--- src/rtl/uart_pkg.sv ---
//==============================================================================
// Module      : uart_pkg
// Description : Shared UART constants and the transmit-FIFO state encoding.
// Revision    : 1.0 - initial release
//==============================================================================
`default_nettype none

package uart_pkg;

    localparam int C_DBIT          = 8;
    localparam int C_FIFO_ADDR_W   = 4;

    typedef enum logic [1:0] {
        IDLE  = 2'b00,
        START = 2'b01,
        WAIT  = 2'b10
    } tx_fifo_state_t;

endpackage : uart_pkg

`default_nettype wire

--- src/rtl/uart_fifo_ram.sv ---
//==============================================================================
// Module      : uart_fifo_ram
// Description : 2**ADDR_W x DBIT storage, synchronous write, asynchronous read.
// Revision    : 1.0 - initial release
//==============================================================================
`default_nettype none

module uart_fifo_ram
    import uart_pkg::*;
#(
    parameter int DBIT   = C_DBIT,
    parameter int ADDR_W = C_FIFO_ADDR_W
) (
    input  logic              clk,
    input  logic              we_i,
    input  logic [ADDR_W-1:0] wr_addr_i,
    input  logic [DBIT-1:0]   wr_data_i,
    input  logic [ADDR_W-1:0] rd_addr_i,
    output logic [DBIT-1:0]   rd_data_o
);

    // Contents are deliberately not reset; occupancy is tracked by the owner.
    logic [DBIT-1:0] mem_q [2**ADDR_W];

    always_ff @(posedge clk) begin
        if (we_i) begin
            mem_q[wr_addr_i] <= wr_data_i;
        end
    end

    assign rd_data_o = mem_q[rd_addr_i];

endmodule : uart_fifo_ram

`default_nettype wire

--- src/rtl/uart_tx_fifo.sv ---
//==============================================================================
// Module      : uart_tx_fifo
// Description : Byte FIFO feeding a UART transmitter one byte per handshake.
//               Optional macro UART_TX_FIFO_LEVEL_EN adds the level port.
// Revision    : 1.0 - initial release
//==============================================================================
`default_nettype none

module uart_tx_fifo
    import uart_pkg::*;
#(
    parameter int DBIT   = C_DBIT,
    parameter int ADDR_W = C_FIFO_ADDR_W
) (
    input  logic              clk,
    input  logic              reset,
    input  logic              wr_en,
    input  logic [DBIT-1:0]   wr_data,
    output logic              full,
    output logic              empty,
    output logic              overflow,
    output logic              tx_start,
    output logic [DBIT-1:0]   din,
    input  logic              tx_done_tick,
    output logic              busy
`ifdef UART_TX_FIFO_LEVEL_EN
   ,output logic [ADDR_W:0]   level
`endif
);

    localparam int              DEPTH        = 2**ADDR_W;
    localparam logic [ADDR_W:0] C_FULL_COUNT = (ADDR_W+1)'(DEPTH);

    logic [ADDR_W-1:0] wr_ptr_q, wr_ptr_d;
    logic [ADDR_W-1:0] rd_ptr_q, rd_ptr_d;
    logic [ADDR_W:0]   count_q,  count_d;
    logic              overflow_q;
    tx_fifo_state_t    state_q;
    logic [DBIT-1:0]   din_q;
    logic              tx_start_q;
    logic              busy_q;

    logic              w_full;
    logic              w_empty;
    logic              w_wr_accept;
    logic              w_pop;
    logic [DBIT-1:0]   w_rd_data;

    assign w_full      = (count_q == C_FULL_COUNT);
    assign w_empty     = (count_q == '0);
    // Fullness is judged before any same-cycle pop: a pop never makes room.
    assign w_wr_accept = wr_en && !w_full;
    assign w_pop       = (state_q == IDLE) && !w_empty;

    uart_fifo_ram #(
        .DBIT   (DBIT),
        .ADDR_W (ADDR_W)
    ) u_ram (
        .clk       (clk),
        .we_i      (w_wr_accept),
        .wr_addr_i (wr_ptr_q),
        .wr_data_i (wr_data),
        .rd_addr_i (rd_ptr_q),
        .rd_data_o (w_rd_data)
    );

    always_comb begin
        wr_ptr_d = wr_ptr_q;
        rd_ptr_d = rd_ptr_q;
        count_d  = count_q;
        if (w_wr_accept) begin
            wr_ptr_d = wr_ptr_q + ADDR_W'(1);
        end
        if (w_pop) begin
            rd_ptr_d = rd_ptr_q + ADDR_W'(1);
        end
        if (w_wr_accept && !w_pop) begin
            count_d = count_q + (ADDR_W+1)'(1);
        end else if (!w_wr_accept && w_pop) begin
            count_d = count_q - (ADDR_W+1)'(1);
        end
    end

    always_ff @(posedge clk or negedge reset) begin
        if (!reset) begin
            wr_ptr_q   <= '0;
            rd_ptr_q   <= '0;
            count_q    <= '0;
            overflow_q <= 1'b0;
        end else begin
            wr_ptr_q   <= wr_ptr_d;
            rd_ptr_q   <= rd_ptr_d;
            count_q    <= count_d;
            overflow_q <= wr_en && w_full;
        end
    end

    // Transmit handshake: load a byte, pulse start once, hold until done.
    always_ff @(posedge clk or negedge reset) begin
        if (!reset) begin
            state_q    <= IDLE;
            din_q      <= '0;
            tx_start_q <= 1'b0;
            busy_q     <= 1'b0;
        end else begin
            case (state_q)
                IDLE: begin
                    if (w_pop) begin
                        din_q      <= w_rd_data;
                        tx_start_q <= 1'b1;
                        busy_q     <= 1'b1;
                        state_q    <= START;
                    end
                end
                START: begin
                    tx_start_q <= 1'b0;
                    state_q    <= WAIT;
                end
                WAIT: begin
                    if (tx_done_tick) begin
                        busy_q  <= 1'b0;
                        state_q <= IDLE;
                    end
                end
                default: begin
                    tx_start_q <= 1'b0;
                    busy_q     <= 1'b0;
                    state_q    <= IDLE;
                end
            endcase
        end
    end

    assign full     = w_full;
    assign empty    = w_empty;
    assign overflow = overflow_q;
    assign tx_start = tx_start_q;
    assign din      = din_q;
    assign busy     = busy_q;

`ifdef UART_TX_FIFO_LEVEL_EN
    assign level = count_q;
`endif

endmodule : uart_tx_fifo

`default_nettype wire
--- config.mk ---
export PLATFORM = sky130hd
export DESIGN_NAME = uart_tx_fifo
export DESIGN_NICKNAME = d
export VERILOG_FILES = /design/src/rtl/uart_pkg.sv /design/src/rtl/uart_fifo_ram.sv /design/src/rtl/uart_tx_fifo.sv
export SDC_FILE = /design/constraint.sdc
export NUM_CORES = 1
export LEC_CHECK = 0
export BUFFER_PORTS_ARGS = -buffer_cell sky130_fd_sc_hd__buf_2
export CAP_MARGIN = 30
export CORE_MARGIN = 3
export CORE_UTILIZATION = 40
export DETAILED_ROUTE_END_ITERATION = 16
export SYNTH_ARGS = -nofsm -noshare
export SYNTH_HDL_FRONTEND = slang
export SYNTH_SLANG_ARGS = --single-unit
--- constraint.sdc ---
create_clock -name clk -period 5.4 [get_ports clk]
set_input_delay 0.54 -clock clk [delete_from_list [all_inputs] [get_ports clk]]
set_output_delay 0.54 -clock clk [all_outputs]
set_load 0.02 [all_outputs]
==> flow_summary.toml, run 1 <==
[die]
design.core.area_um2 = 14800
die-area_um2 = 16900
die_y_um = 130
start_util = 0.417
core.rowCount = 44
boundaryPins = 25
die_x_um = 130

[sta]
timing_worst_slew_pin_value_ps = 827
finalCritPeriodShare = 0.522
rsz0062_at_grt = "false"
slew_viol_final = 0
worst_slew_margin_rel = 0.447
skew_ps = 10.7
tns_ps = 0
post-route-min-period_ps = 2820
setup_viol = 0
max_freq_ghz = 0.355
finalWorstSetupSlack_ps = 2580
hold_viol = 0

[worst_setup_path]
crit_family = "simple AND/OR/NAND/NOR gates"
slowest_delay_ps = 580
r2r-start = "count_q[0]$_DFFE_PN0P_"
crit_chain = "nor4_2 > and2_1 > nor2b_1 > ha_1 > inv_1 > ha_1 > a21o_1 > a21oi_1 > mux2i_1 > xnor2_1"
cp.arrival_ps = 3160
crit_start = "count_q[0]$_DFFE_PN0P_"
startpoint_type = "flip-flop"
worstPathRequired_ps = 5750
path_common_cell = "ha_1"
critPathSlowestCell = "nor2b_1"
crit_type = "flip-flop to flip-flop"
cp.depth = 10
critPathBufInv = 1
cp-endpoint = "count_q[4]$_DFFE_PN0P_"
cp_max_fo = 9
endpoint_kind = "flip-flop"
r2r_setup_slack_ps = 2580
r2r-end = "count_q[4]$_DFFE_PN0P_"
reg2regPathDepth = 10

[routing]
vias = 3005
route.detailed.drc = 0
ant_nets = 0
vias_per_cell = 5.42
drt_iter0_drc = 276
routed_wirelength_um = 12000
first_pass_iters = 4
wire_per_inst_um = 21.6

[finish]
multi_input_area_um2 = 1530
final_net_count = 380
drive_gt1_frac = 0.257
area_delta_synth_final_pct = 14.6
regArea_um2 = 4500
fill_cells = 1206
antenna_cells = 0

[cts]
holdBufCountCts = 0
clkSlewWorstSetupHoldPaths_ps = 60
clock_latency_ps = 420
cts_buffer_depth = 2
cts_made_buffers = 17
tritoncts = "done"
cts.sinks = 154
ctsHtreeMaxLevel = 4
cts_setup_buffers = 0
cts_root_buf = "clkbuf_16"
cts-resized-gates = 0

[run_status]
status = "complete, no violations"

[yosys]
syn_nets = 346
synth-edff-count = 128
yosysMostFrequentCell = "edfxtp_1"
syn_inst = 323
yosysWarnings = 0
syn_area_um2 = 6170
ys_types = 36
synth.top_cell.area_share = 0.623
synth_ff_type = "edfxtp_1"
synth_top_cell_by_area = "edfxtp_1"
synth_common_cells = "128 x edfxtp_1, 26 x dfrtp_1, 22 x mux4_2"
ys_async_sr_fraction = 0.169
syn_avg_cell_area_um2 = 19.1
ys_seq_area_frac = 0.729
synth-seq-cells = 154
synth_area_leaders = "edfxtp_1 62%, dfrtp_1 11%, mux4_2 8.0%"

[grt]
grt_remaining_overflow = 0
antenna_found_initial = 0
grt_max_degree = 27
grt_pass1_wl_um = 18600
track_usage = 0.156
first_global_vias = 3066

[placed_design]
hpwlAfterDp_um = 7780
gp_congestion = 0.750
port_buffers = 24
place_ws_ps = 2550

[pwr]
ir_drop_uv = 266
powerDensity_nw_per_um2 = 567
leakagePower_nw = 2.46

[worst_hold_path]
holdCritPathClass = "primary input to async pin"

[run]
drv_cap = 0
==> layout by cell type, fill, tap and decap left out, types with 2 or more instances in the layout <==
| cell | instances |
|---|---|
| edfxtp_1 | 128 |
| buf_2 | 28 |
| dfrtp_1 | 25 |
| mux4_2 | 22 |
| o22ai_1 | 17 |
| clkbuf_16 | 17 |
| nor2_1 | 14 |
| nand2_1 | 11 |
| inv_1 | 10 |
| a21oi_1 | 10 |
| mux4_1 | 10 |
| ha_1 | 10 |
| mux2_2 | 9 |
| xnor2_1 | 8 |
| o21ai_0 | 5 |
| nand2b_1 | 4 |
| nor3_1 | 4 |
| bufinv_16 | 3 |
| clkinv_1 | 3 |
| clkinvlp_4 | 3 |
| buf_4 | 3 |
| and2_1 | 2 |
| xor2_1 | 2 |
| nand4_1 | 2 |
| mux2i_1 | 2 |
| clkinv_2 | 2 |
| clkbuf_1 | 2 |
==> how the worst min path moves through the flow <==
stage / slack (ps) / endpoint / cells past startpoint / start
CTS: 130 / count_q[4]$_DFFE_PN0P_ / 1 / reset
global placement: 490 / count_q[4]$_DFFE_PN0P_ / 1 / count_q[4]$_DFFE_PN0P_
global route: 160 / count_q[3]$_DFFE_PN0P_ / 1 / reset
detailed placement: 520 / count_q[4]$_DFFE_PN0P_ / 1 / count_q[4]$_DFFE_PN0P_
finish: 120 / count_q[3]$_DFFE_PN0P_ / 1 / reset
floorplan: 240 / busy$_DFFE_PN0P_ / 0 / reset
==> cells by family (layout without fill, tap and decap cells) <==
logic type	count (synthesis)	after routing	synth area share
compound gates	35	35	0.0341
xor+xnor	10	10	0.0142
fa+ha+maj	11	11	0.0235
buf+inv	27	74	0.0235
flops	154	154	0.729
mux	43	43	0.143
simple gates	43	43	0.0335
==> cell type report <==
cell class,count,area share
inverters,10,0.00531
multi-input cells,142,0.216
flip-flops and latches,154,0.636
repair buffers,32,0.0269
well taps,184,0.0326
clock inverters,13,0.0214
clock buffers,19,0.0613
==> per-layer routing <==
| metal | vias up | part of all wire | global-route usage |
|---|---|---|---|
| met1 | 1560 | 0.45 | 0.225 |
| met3 | 15 | 0.053 | 0.0418 |
| li1 | 1362 | - | - |
| met4 | 0 | 0.015 | 0.0550 |
| met2 | 68 | 0.48 | 0.230 |
| met5 | - | 0 | 0 |
==> power breakdown <==
group | total, W | switching, W | leakage [nW] | internal, W
sequential | 0.00167 | 0.000177 | 1.46 | 0.00149
clock | 0.00117 | 0.000451 | 0.276 | 0.000721
combinational | 0.00117 | 0.000615 | 0.726 | 0.000550
==> registers in the layout, summed over array words and instances (netlist names) <==
name	flops
tx_start	1
state_q	2
wr_ptr_q	4
overflow	1
din	8
busy	1
u_ram.mem_q	128
count_q	5
rd_ptr_q	4
==> through the flow <==
| stage | total power (W) | cells | utilization | hold WS (ps) | instance area (um2) |
|---|---|---|---|---|---|
| 3_3_place_gp | 0.00284 | 517 | 0.435 | 494 | 6430 |
| 5_1_grt | 0.00423 | 554 | 0.477 | 162 | 7070 |
| 2_1_floorplan | 0.00254 | 323 | - | 244 | 6170 |
| 6_report | 0.00401 | 554 | 0.477 | 122 | 7070 |
| 3_5_place_dp | 0.00288 | 522 | 0.438 | 517 | 6480 |
| 4_1_cts | 0.00406 | 554 | 0.477 | 129 | 7070 |
Note: power is estimated with default switching activity, not from simulation.
==> inputs of run 2 (changes only) <==
==> constraint.sdc (replaced) <==
create_clock -name clk -period 2.9 [get_ports clk]
set_input_delay 0.29 -clock clk [delete_from_list [all_inputs] [get_ports clk]]
set_output_delay 0.29 -clock clk [all_outputs]
set_load 0.02 [all_outputs]
==> flow_summary.toml, run 2 (same netlist as run 1, synthesis figures left out) <==
[run_status]
status = "complete, no violations"

[worst_setup_path]
cp_max_fo = 5
endpoint_kind = "flip-flop"
critPathBufInv = 1
startpoint_type = "flip-flop"
reg2regPathDepth = 10
worstPathRequired_ps = 3240
cp.arrival_ps = 2900
crit_family = "simple AND/OR/NAND/NOR gates"
crit_type = "flip-flop to flip-flop"
r2r_setup_slack_ps = 340
path_common_cell = "ha_1"
critPathSlowestCell = "nor4_2"
slowest_delay_ps = 430
r2r-start = "count_q[1]$_DFFE_PN0P_"
r2r-end = "count_q[4]$_DFFE_PN0P_"
crit_chain = "nor4_2 > and2_1 > nor2b_1 > ha_1 > inv_1 > ha_1 > a21o_1 > a21oi_1 > mux2i_1 > xnor2_1"

[finish]
final_common_cell = "edfxtp_1"
largest_reg_flops = 128
area_delta_synth_final_pct = 14.8
final_net_count = 389
drive_gt1_frac = 0.272
largest_register = "u_ram.mem_q"
final_cell_mix = "128 x edfxtp_1, 25 x dfrtp_1, 24 x buf_2"
final_cell_area_um2 = 7080
antenna_cells = 0
instances_no_fill = 563

[pwr]
pwr-share-clk = 0.275
p_int_w = 0.00498
comb_power_share = 0.296
powerDensity_nw_per_um2 = 1030
leakagePower_nw = 2.47
netSwitchingPower_w = 0.00231
seqPwrFrac = 0.429
ir_drop_uv = 500
switching_share = 0.317

[cts]
clock_latency_ps = 420
ctsHtreeMaxLevel = 4
cts_root_buf = "clkbuf_16"
cts-resized-gates = 0
cts_setup_buffers = 0
cts.sinks = 154
tritoncts = "done"
clkSlewWorstSetupHoldPaths_ps = 60
cts_made_buffers = 17
cts_buffer_depth = 2

[die]
core.rowCount = 44
design.core.area_um2 = 14800
boundaryPins = 25
die_y_um = 130
die-area_um2 = 16900
start_util = 0.417
die_x_um = 130

[run]
drv_cap = 0

[routing]
wire_per_inst_um = 21.1
routed_wirelength_um = 11900
ant_nets = 0
vias_per_cell = 5.41
drt_iter0_drc = 270
vias = 3045
route.detailed.drc = 0
first_pass_iters = 5

[worst_hold_path]
holdCritPathClass = "primary input to flip-flop"
hold_depth = 2
min-delay-start = "wr_en"
min_to = "overflow$_DFF_PN0_"

[grt]
antenna_found_initial = 0
grt_remaining_overflow = 0
grt_pass1_wl_um = 18300
track_usage = 0.151
first_global_vias = 3181
grt_max_degree = 27

[placed_design]
hpwlAfterDp_um = 7660
gp_congestion = 0.757
dp_cells = 528
port_buffers = 24
post_dp_cell_area_um2 = 6520

[sta]
slew_viol_final = 0
skew_ps = 7.32
rsz0062_at_grt = "false"
setup_viol = 0
worst_slew_margin_rel = 0.346
finalCritPeriodShare = 0.883
post-route-min-period_ps = 2560
hold_viol = 0
timing_worst_slew_pin_value_ps = 978
tns_ps = 0
max_freq_ghz = 0.390
run 2: changes by cell type in the layout (fill, tap and decap cells not counted):
cell | before | now
clkinv_2 | 2 | 3
buf_4 | 3 | 16
buf_16 | 1 | 0
clkinvlp_4 | 3 | 4
dlygate4sd3_1 | 0 | 1
clkbuf_1 | 2 | 3
buf_2 | 28 | 24
bufinv_16 | 3 | 1
clkinv_1 | 3 | 2
run 2: final cells by class:
type	instances	area, um2
fill	1200	7730
sequential	154	4500
multi-input combinational	142	1530
clock buffer	20	437
timing repair buffer	41	250
tap	184	230
clock inverter	12	100
inverter	10	37.5
run 2: how the worst max path moves through the flow:
stage / cells after the start / end / from / slack (ps)
2_1_floorplan: 11 / count_q[4]$_DFFE_PN0P_ / count_q[1]$_DFFE_PN0P_ / 290
3_3_place_gp: 10 / count_q[4]$_DFFE_PN0P_ / count_q[1]$_DFFE_PN0P_ / 460
3_5_place_dp: 10 / count_q[4]$_DFFE_PN0P_ / count_q[1]$_DFFE_PN0P_ / 340
4_1_cts: 10 / count_q[4]$_DFFE_PN0P_ / count_q[1]$_DFFE_PN0P_ / 340
5_1_grt: 10 / count_q[4]$_DFFE_PN0P_ / count_q[1]$_DFFE_PN0P_ / 110
6_report: 10 / count_q[4]$_DFFE_PN0P_ / count_q[1]$_DFFE_PN0P_ / 340
run 2: repair_timing:
| action | in CTS | in global routing |
|---|---|---|
| setup endpoints to repair | 0 | 0 |
| hold buffers | 1 | 0 |
| endpoints found under the hold margin | 26 | 0 |
run 2: routing by layer:
metal / GRT usage / wire, um
met1: 0.198 / 5080
met2: 0.248 / 6010
met3: 0.0405 / 607
met4: 0.0489 / 167
met5: 0 / 0
run 2: per-stage QoR:
stage	setup slack (ps)	utilization	hold WS, ps	total power, W
finish	339	0.478	148	0.00729
global route	115	0.478	155	0.00767
CTS	338	0.477	140	0.00736
detailed placement	343	0.440	356	0.00535
global placement	455	0.440	342	0.00528
floorplan	288	-	-5.59	0.00473
run 2: power groups by stage:
stage               clock, W  sequential, W  combinational, W
global route         0.00213        0.00317           0.00237
CTS                  0.00204        0.00313           0.00219
floorplan                  0        0.00304           0.00169
detailed placement         0        0.00317           0.00218
finish               0.00200        0.00313           0.00216
global placement           0        0.00316           0.00212
